`config.mk`:
```
export PLATFORM = sky130hd
export DESIGN_NAME = huffman_decoder
export DESIGN_NICKNAME = d
export VERILOG_FILES = /design/src/rtl/huffman_pkg.sv /design/src/rtl/huffman_decoder_match.sv /design/src/rtl/huffman_decoder.sv
export SDC_FILE = /design/constraint.sdc
export NUM_CORES = 1
export LEC_CHECK = 0
export ABC_AREA = 0
export CELL_PAD_IN_SITES_DETAIL_PLACEMENT = 0
export CELL_PAD_IN_SITES_GLOBAL_PLACEMENT = 1
export CORE_ASPECT_RATIO = 0.5
export CORE_MARGIN = 2
export CORE_UTILIZATION = 45
export CTS_CLUSTER_DIAMETER = 200
export DETAILED_ROUTE_END_ITERATION = 12
export HOLD_SLACK_MARGIN = 0.05
export PLACE_DENSITY_LB_ADDON = 0.1
export SYNTH_ARGS = -nofsm -noshare
export SYNTH_HDL_FRONTEND = slang
export SYNTH_SLANG_ARGS = --single-unit
```
`constraint.sdc`:
```
create_clock -name clk -period 4.6 [get_ports clk]
set_clock_uncertainty 0.05 [all_clocks]
set_input_delay 1.15 -clock clk [delete_from_list [all_inputs] [get_ports clk]]
set_output_delay 1.15 -clock clk [all_outputs]
set_load 0.02 [all_outputs]
```
`src/rtl/huffman_pkg.sv`:
```
// Shared Huffman code table and helpers, common to the encoder and decoder.
// Codes are stored right-aligned, so a prefix of length L occupies the low L bits.
package huffman_pkg;

    localparam int MAX_LEN  = 10;
    localparam int LEN_W    = 4;
    localparam int SYM_W    = 7;
    localparam int NUM_SYMS = 4;

    typedef enum logic {
        ACCUM = 1'b0,
        HOLD  = 1'b1
    } state_t;

    typedef struct packed {
        logic             hit;
        logic [SYM_W-1:0] ascii;
    } match_t;

    // Prefix-free: no code is a leading substring of another.
    localparam logic [MAX_LEN-1:0] CODE_TABLE [NUM_SYMS] = '{
        10'b0000000111, 10'b0000000010, 10'b0000001101, 10'b1100110101
    };
    localparam logic [LEN_W-1:0] LEN_TABLE [NUM_SYMS] = '{
        4'd3, 4'd3, 4'd4, 4'd10
    };
    localparam logic [SYM_W-1:0] ASCII_TABLE [NUM_SYMS] = '{
        7'h20, 7'h65, 7'h74, 7'h7A
    };

    function automatic match_t lookup_code(input logic [MAX_LEN-1:0] prefix,
                                           input logic [LEN_W-1:0]   len);
        match_t m;
        m = '0;
        for (int i = 0; i < NUM_SYMS; i++) begin
            if (len == LEN_TABLE[i] && prefix == CODE_TABLE[i]) begin
                m.hit   = 1'b1;
                m.ascii = ASCII_TABLE[i];
            end
        end
        return m;
    endfunction

endpackage

```
`src/rtl/huffman_decoder_match.sv`:
```
// Combinational exact-length match of an accumulated prefix against the code table.
module huffman_match #(
    parameter int MAX_LEN = 10,
    parameter int LEN_W   = 4
) (
    input  logic [MAX_LEN-1:0] prefix,
    input  logic [LEN_W-1:0]   len,
    output logic               hit,
    output logic [6:0]         ascii
);
    import huffman_pkg::NUM_SYMS;
    import huffman_pkg::CODE_TABLE;
    import huffman_pkg::LEN_TABLE;
    import huffman_pkg::ASCII_TABLE;

    logic [NUM_SYMS-1:0] hit_vec;
    logic [6:0]          ascii_vec [NUM_SYMS];

    genvar gi;
    generate
        for (gi = 0; gi < NUM_SYMS; gi++) begin : g_entry
            assign hit_vec[gi]   = (len == LEN_W'(LEN_TABLE[gi])) &&
                                   (prefix == MAX_LEN'(CODE_TABLE[gi]));
            assign ascii_vec[gi] = hit_vec[gi] ? ASCII_TABLE[gi] : 7'd0;
        end
    endgenerate

    // Table is prefix-free, so at most one entry hits and OR-ing is safe.
    always_comb begin
        ascii = 7'd0;
        for (int i = 0; i < NUM_SYMS; i++) begin
            ascii = ascii | ascii_vec[i];
        end
        hit = |hit_vec;
    end

endmodule

```
`src/rtl/huffman_decoder.sv`:
```
// Bit-serial Huffman decoder: shifts code bits MSB-first, emits a 7-bit ASCII
// symbol on a table hit, or pulses err after MAX_LEN bits without a hit.
module huffman_decoder #(
    parameter int MAX_LEN = 10,
    parameter int LEN_W   = 4
) (
    input  logic             clk,
    input  logic             rst_n,
    input  logic             bit_in,
    input  logic             bit_valid,
    output logic             bit_ready,
    input  logic             flush,
    output logic [6:0]       ascii_out,
    output logic             sym_valid,
    input  logic             sym_ready,
    output logic [LEN_W-1:0] code_len,
    output logic             err
);
    import huffman_pkg::state_t;
    import huffman_pkg::ACCUM;
    import huffman_pkg::HOLD;

    localparam logic [LEN_W-1:0] LAST_LEN = LEN_W'(MAX_LEN);

    state_t             state_reg, state_next;
    logic [MAX_LEN-1:0] shreg_reg, shreg_next;
    logic [LEN_W-1:0]   len_reg, len_next;
    logic [6:0]         ascii_reg, ascii_next;
    logic [LEN_W-1:0]   code_len_reg, code_len_next;
    logic               err_reg, err_next;

    logic [MAX_LEN-1:0] prefix;
    logic [LEN_W-1:0]   len_inc;
    logic               hit;
    logic [6:0]         hit_ascii;

    assign prefix  = {shreg_reg[MAX_LEN-2:0], bit_in};
    assign len_inc = len_reg + LEN_W'(1);

    huffman_match #(
        .MAX_LEN (MAX_LEN),
        .LEN_W   (LEN_W)
    ) u_match (
        .prefix (prefix),
        .len    (len_inc),
        .hit    (hit),
        .ascii  (hit_ascii)
    );

    always_ff @(posedge clk or negedge rst_n) begin
        if (!rst_n) begin
            state_reg    <= ACCUM;
            shreg_reg    <= '0;
            len_reg      <= '0;
            ascii_reg    <= '0;
            code_len_reg <= '0;
            err_reg      <= 1'b0;
        end else begin
            state_reg    <= state_next;
            shreg_reg    <= shreg_next;
            len_reg      <= len_next;
            ascii_reg    <= ascii_next;
            code_len_reg <= code_len_next;
            err_reg      <= err_next;
        end
    end

    always_comb begin
        state_next    = state_reg;
        shreg_next    = shreg_reg;
        len_next      = len_reg;
        ascii_next    = ascii_reg;
        code_len_next = code_len_reg;
        err_next      = 1'b0;
        unique case (state_reg)
            ACCUM: begin
                if (flush) begin
                    shreg_next = '0;
                    len_next   = '0;
                end else if (bit_valid) begin
                    shreg_next = prefix;
                    len_next   = len_inc;
                    if (hit) begin
                        ascii_next    = hit_ascii;
                        code_len_next = len_inc;
                        shreg_next    = '0;
                        len_next      = '0;
                        state_next    = HOLD;
                    end else if (len_inc == LAST_LEN) begin
                        err_next   = 1'b1;
                        shreg_next = '0;
                        len_next   = '0;
                    end
                end
            end
            HOLD: begin
                if (sym_ready) begin
                    state_next = ACCUM;
                end
            end
            default: state_next = ACCUM;
        endcase
    end

    assign bit_ready = (state_reg == ACCUM);
    assign sym_valid = (state_reg == HOLD);
    assign ascii_out = ascii_reg;
    assign code_len  = code_len_reg;
    assign err       = err_reg;

endmodule

```
==> flow_summary_export.csv, run 1 <==
group,metric,value,unit
global_routing,grtUsageTotal,17.5,%
sta,grt_setup_unrepaired,"false",
logic_synthesis,synth_top_family_by_area,"compound AO/OA/AOI/OAI gates",
sta,layout_min_cycle_time,2.86,ns
placed_design,io_buffers,19,
logic_synthesis,syn_nets,121,
global_routing,grt_antenna_before_repair,0,
finish,area_growth,17.1,%
sta,hold_viol,0,
hold_path,hold_class,"reg2reg",
logic_synthesis,synthTopCellsByArea,"dfrtp_1 (49%), a22o_2 (6.2%), mux2_2 (3.5%)",
die,die_h,41.8,um
logic_synthesis,synthTopCellsByCount,"dfrtp_1 (25), a22o_2 (8), nand2_1 (6)",
sta,setup_viol,0,
route,vias,935,
global_routing,grt_pass1_vias,893,
logic_synthesis,synth_seq_cells,25,
finish,regArea,626,um2
global_routing,grt_max_degree,26,
logic_synthesis,syn_area_per_cell,11.5,um2
finish,multi_input_area,579,um2
critical_path,critPathSlowestCell,"clkdlybuf4s50_1",
logic_synthesis,synth_xor_area_share,1.36,%
logic_synthesis,yosysWarnings,0,
sta,fmax,349,MHz
clocking,cts.clk_slew.worst_paths,0.09,ns
critical_path,crit_arrival,2.97,ns
die,fp-row-count,13,
route,wl_per_cell,15.9,um
route,first_pass_iters,4,
critical_path,setup.worst_path.end_class,"register",
route,avgViaCountPerCell,5.67,
outcome,status,"finished, final reports clean",
placed_design,hpwl,1830,um
global_routing,grt_pass1_wl,4420,um
global_routing,gr-total-overflow,0,
clocking,cts_htree_levels,1,
logic_synthesis,yosysTopAreaCellShare,48.5,%
die,die-area,3330,um2
finish,num-nets-final,138,
sta,slew_viol_final,0,
sta,setup_ws,1.74,ns
route,drc_errors,0,
finish,drive_gt1_share,16.4,%
logic_synthesis,synth.area.mux_share,3.50,%
sta,slew_headroom,24.4,%
power_and_ir_drop,ir_drop,0.000203,V
clocking,cts_setup_buffers,0,
finish,fillers,233,
logic_synthesis,yosys.area_share.simple,13.2,%
logic_synthesis,synth-async-reset-ratio,100,%
clocking,clk_path_buf_depth,2,
sta,setup_tns,0,ns
clocking,numClockSinks,25,
job,max-cap-violations,0,
critical_path,slowest_delay,0.47,ns
clocking,cts_tree,"yes",
logic_synthesis,synth.most_common_cell,"dfrtp_1",
logic_synthesis,synth_cell_types,41,
critical_path,crit_path_cell_trace,"clkdlybuf4s50_1 -> nor2_1 -> and2_1 -> o2111a_1 -> a31oi_2 -> mux2_2",
route,drtIter0Drc,42,
logic_synthesis,synth.cell_area,1290,um2
logic_synthesis,synth_fa_ha_area_share,2.91,%
finish,largest_register_ffs,9,
placed_design,place_ws,1.46,ns
die,core,2650,um2
critical_path,worstSetupStartpointType,"input port",
sta,period_share,62.2,%
logic_synthesis,synth-edff-count,0,
finish,final_util,56.9,%
clocking,clkLatencyLatePin,0.27,ns
clocking,cts_buffers,3,
power_and_ir_drop,p_leak,0.717,nW
clocking,ctsRootBufferMaster,"clkbuf_8",
clocking,ctsHoldBuffers,0,
route,finalWirelength,2630,um
route,ant_nets,0,
sta,max_slew.worst_pin.slew,1.13,ns
logic_synthesis,synth_compound_area_share,24.0,%
die,pin_count,20,
finish,antenna_cells,0,
critical_path,crit_type,"in2reg",
logic_synthesis,synth_flop_cell,"dfrtp_1",
logic_synthesis,synth.largest_area_cell,"dfrtp_1",
logic_synthesis,synthCells,112,
die,die_w,79.7,um
critical_path,crit_buf_inv,1,
placed_design,routabilityCongestion,0.777,
critical_path,crit_fanout,10,
die,start_util,48.6,%
critical_path,crit_family,"compound AO/OA/AOI/OAI gates",
power_and_ir_drop,powerDensity,275,nW/um2
critical_path,crit_required,4.71,ns
clocking,cts_resized,0,
logic_synthesis,ys_seq_area_share,48.5,%
[metrics by stage]
step	power, W	area, um2	hold WS, ns	cells
final	0.000414	1510	0.440	165
after global routing	0.000437	1510	0.483	165
after CTS	0.000421	1510	0.441	165
after detailed placement	0.000287	1460	0.404	161
after global placement	0.000287	1460	0.424	161
after floorplan	0.000265	1290	0.433	112
[logic make-up after synthesis]
group | Yosys count
AO/OA/AOI/OAI | 35
AND/OR/NAND/NOR | 31
flip-flops | 25
XOR/XNOR | 2
multiplexers | 4
adder cells (fa/ha/maj) | 3
buffers and inverters | 12
[path summary, 6_finish.rpt]
check                                               from                        to  slack (ns)  cells past startpoint
worst max-delay path                               flush   code_len[2]$_DFFE_PN0P_        1.74                      6
worst min-delay path            ascii_out[5]$_DFFE_PN0P_  ascii_out[5]$_DFFE_PN0P_        0.44                      1
worst max register to register    len_reg[0]$_DFFE_PN0P_   code_len[2]$_DFFE_PN0P_        2.17                      6
worst min register to register  ascii_out[5]$_DFFE_PN0P_  ascii_out[5]$_DFFE_PN0P_        0.44                      1
max in group asynchronous                          rst_n    len_reg[0]$_DFFE_PN0P_        2.39                      1
min in group asynchronous                          rst_n  ascii_out[5]$_DFFE_PN0P_        1.43                      1
[routing by layer]
layer  routed length (um)  up-vias  GRT usage, %
met2                  980       18          22.4
met3                   98        2          5.22
met4                   10        0          2.07
met1                 1540      464          29.0
met5                    0        -             0
li1                     -      451             -
[placed cells by master, fill, tap and decap left out, types with 2 or more instances in the layout]
master / synthesis / final
nand4_1: 2 / 2
a32o_1: 2 / 2
a21oi_1: 4 / 4
nor3_1: 2 / 2
nand3_1: 4 / 4
nand2_1: 6 / 6
nand3b_1: 2 / 2
mux2_2: 4 / 4
dfrtp_1: 25 / 25
xor2_1: 2 / 2
a21o_1: 4 / 4
nand2b_1: 2 / 2
clkbuf_8: 2 / 3
nor2_1: 5 / 5
a211o_1: 2 / 2
and2_1: 2 / 2
inv_1: 5 / 5
ha_1: 3 / 3
a22o_2: 8 / 8
o21ai_0: 3 / 2
clkdlybuf4s50_1: 0 / 19
[power by group]
| group | switching (W) | total [W] | internal (W) |
|---|---|---|---|
| clock network | 0.0000705 | 0.000132 | 0.0000614 |
| logic | 0.0000268 | 0.0000485 | 0.0000217 |
| registers | 0.00000739 | 0.000234 | 0.000227 |
| total | 0.000105 | 0.000414 | 0.000310 |
[layout make-up]
cell class              instances  area share [%]
clock buffers                   3            2.74
clock inverters                 1           0.498
inverters                       5            1.24
multi-input cells              75            38.4
flip-flops and latches         25            41.5
well taps                      37            3.07
repair buffers                 19            12.6
No activity file was read; power rests on OpenSTA's default activity.
==> run 2: changes to the inputs <==
--- a/config.mk
+++ b/config.mk
@@ -10,7 +10,7 @@
 export CELL_PAD_IN_SITES_GLOBAL_PLACEMENT = 1
 export CORE_ASPECT_RATIO = 0.5
 export CORE_MARGIN = 2
-export CORE_UTILIZATION = 45
+export CORE_UTILIZATION = 37
 export CTS_CLUSTER_DIAMETER = 200
 export DETAILED_ROUTE_END_ITERATION = 12
 export HOLD_SLACK_MARGIN = 0.05
==> constraint.sdc (replaced) <==
create_clock -name clk -period 2.6 [get_ports clk]
set_clock_uncertainty 0.05 [all_clocks]
set_input_delay 0.65 -clock clk [delete_from_list [all_inputs] [get_ports clk]]
set_output_delay 0.65 -clock clk [all_outputs]
set_load 0.02 [all_outputs]
==> run 2 against run 1 <==
  * Global-route usage decreased by 0.96 points
  * Combinational power increased by 110%
  * Via count increased by 2.0%
  * Register-to-register slack got worse by 1.9 ns
  * Count of clock-buffer cells in the layout unchanged
  * Critical endpoint is now shreg_reg[4]$_DFFE_PN0P_
  * Core utilization decreased by 10 points
==> flow_summary_export.csv, run 2 (same netlist as run 1, synthesis figures left out) <==
group,metric,value,unit
die,die_h,45.7,um
sta,hold_viol,0,
power_and_ir_drop,swShare,25.6,%
clocking,cts_resized,0,
route,avgViaCountPerCell,5.33,
die,fp-row-count,15,
clocking,numClockSinks,25,
finish,final_cell_area,1580,um2
sta,setup_viol,0,
critical_path,crit_type,"in2reg",
clocking,cts_buffers,3,
power_and_ir_drop,ir_drop,0.000211,V
hold_path,hold_class,"reg2reg",
sta,layout_min_cycle_time,2.32,ns
finish,finalNonFillerCells,179,
clocking,cts.clk_slew.worst_paths,0.08,ns
finish,antenna_cells,0,
critical_path,crit_path_cell_trace,"clkdlybuf4s50_1 -> and3b_2 -> nand4_1 -> o31a_1 -> o211a_1 -> a22o_2",
route,finalWirelength,2820,um
finish,final_cell_mix,"dfrtp_1 (25), clkdlybuf4s50_1 (19), buf_4 (9)",
placed_design,hpwl,2040,um
power_and_ir_drop,combinationalPowerShare,13.4,%
placed_design,dp_cells,175,
clocking,cts_tree,"yes",
critical_path,crit_required,2.71,ns
route,ant_nets,0,
global_routing,grt_pass1_vias,952,
route,first_pass_iters,4,
critical_path,setup.worst_path.end_class,"register",
clocking,cts_htree_levels,1,
finish,largest_register_ffs,9,
sta,fmax,430,MHz
finish,final_common_cell,"dfrtp_1",
sta,grt_setup_unrepaired,"false",
die,core,3380,um2
route,wl_per_cell,15.8,um
power_and_ir_drop,powerDensity,472,nW/um2
global_routing,grtUsageTotal,16.5,%
placed_design,routabilityCongestion,0.847,
critical_path,crit_fanout,9,
die,start_util,38.1,%
critical_path,critPathSlowestCell,"clkdlybuf4s50_1",
power_and_ir_drop,p_seq_share,54.9,%
finish,final_util,46.8,%
global_routing,grt_pass1_wl,4840,um
clocking,cts_setup_buffers,0,
clocking,clk_path_buf_depth,2,
global_routing,grt_antenna_before_repair,0,
sta,setup_tns,0,ns
outcome,status,"finished, final reports clean",
power_and_ir_drop,switching_power,0.000191,W
critical_path,slowest_delay,0.52,ns
route,vias,954,
clocking,ctsRootBufferMaster,"clkbuf_8",
job,max-cap-violations,0,
critical_path,crit_arrival,2.44,ns
finish,drive_gt1_share,21.9,%
sta,slew_viol_final,0,
clocking,ctsHoldBuffers,0,
power_and_ir_drop,clkPwrFrac,31.7,%
sta,slew_headroom,68.1,%
placed_design,io_buffers,19,
die,pin_count,20,
die,die-area,4000,um2
critical_path,worstSetupStartpointType,"input port",
power_and_ir_drop,p_int,0.000555,W
power_and_ir_drop,p_leak,0.768,nW
placed_design,placed_area,1530,um2
route,drc_errors,0,
route,drtIter0Drc,63,
die,die_w,87.5,um
clocking,clkLatencyLatePin,0.27,ns
sta,period_share,89.4,%
finish,area_growth,22.6,%
finish,num-nets-final,147,
global_routing,grt_max_degree,26,
global_routing,gr-total-overflow,0,
sta,max_slew.worst_pin.slew,0.477,ns
## run 2: cell count changes in the layout (fill, tap and decap cells not counted)
cell        change
clkinvlp_4      -1
clkinv_2        +1
o21ai_0         +1
o21ai_1         -1
buf_4           +9
## run 2: area by class of cell
cell class              count  area [um2]
clock buffers               3        41.3
clock inverters             1        5.00
fillers                   328        1800
inverters                   5        18.8
multi-input cells          75         579
flip-flops and latches     25         626
well taps                  42        52.6
repair buffers             28         258
## run 2: path summary, 6_finish.rpt
check | startpoint | endpoint | slack, ns | depth (start not counted)
setup / recovery | bit_in | shreg_reg[4]$_DFFE_PN0P_ | 0.28 | 6
hold / removal | ascii_out[5]$_DFFE_PN0P_ | ascii_out[5]$_DFFE_PN0P_ | 0.43 | 1
setup reg to reg | len_reg[1]$_DFFE_PN0P_ | code_len[1]$_DFFE_PN0P_ | 0.29 | 6
hold reg to reg | ascii_out[5]$_DFFE_PN0P_ | ascii_out[5]$_DFFE_PN0P_ | 0.43 | 1
max in group asynchronous | rst_n | shreg_reg[1]$_DFFE_PN0P_ | 1.57 | 2
min in group asynchronous | rst_n | shreg_reg[7]$_DFFE_PN0P_ | 0.68 | 2
## run 2: critical path, delay by kind of cell
kind	cells	cell delay (ns)
AOI/OAI and AO/OA	3	0.87
buffers and inverters	1	0.52
and+or+nand+nor	2	0.39
## run 2: through the flow
stage                     setup slack, ns  total power [W]  hold slack (ns)
after floorplan                     0.462         0.000468            0.304
after global placement            -0.0126         0.000519            0.403
after detailed placement          -0.0403         0.000519            0.401
after CTS                           0.262         0.000761            0.433
after global routing               0.0823         0.000790            0.460
final                               0.277         0.000746            0.430
## run 2: per-layer routing
metal | global-route usage, % | vias up | share of wire, %
met4 | 1.85 | 0 | 0
met1 | 25.6 | 463 | 54
met2 | 23.2 | 23 | 41
met5 | 0 | - | 0
met3 | 5.07 | 0 | 5.1
li1 | - | 468 | -
## run 2: power groups by stage
| stage | clock, W | combinational [W] | sequential (W) |
|---|---|---|---|
| 6_report | 0.000237 | 0.000100 | 0.000410 |
| 2_1_floorplan | 0 | 0.0000396 | 0.000429 |
| 5_1_grt | 0.000266 | 0.000111 | 0.000412 |
| 4_1_cts | 0.000249 | 0.000102 | 0.000410 |
| 3_5_place_dp | 0 | 0.000102 | 0.000417 |
| 3_3_place_gp | 0 | 0.000101 | 0.000418 |
==> run 3: changes to the inputs <==
--- a/config.mk
+++ b/config.mk
@@ -12,6 +12,7 @@
 export CORE_MARGIN = 2
 export CORE_UTILIZATION = 37
 export CTS_CLUSTER_DIAMETER = 200
+export CTS_CLUSTER_SIZE = 20
 export DETAILED_ROUTE_END_ITERATION = 12
 export HOLD_SLACK_MARGIN = 0.05
 export PLACE_DENSITY_LB_ADDON = 0.1
==> results of run 3 <==
Final layout, timing and power as in run 2 (identical DEF).
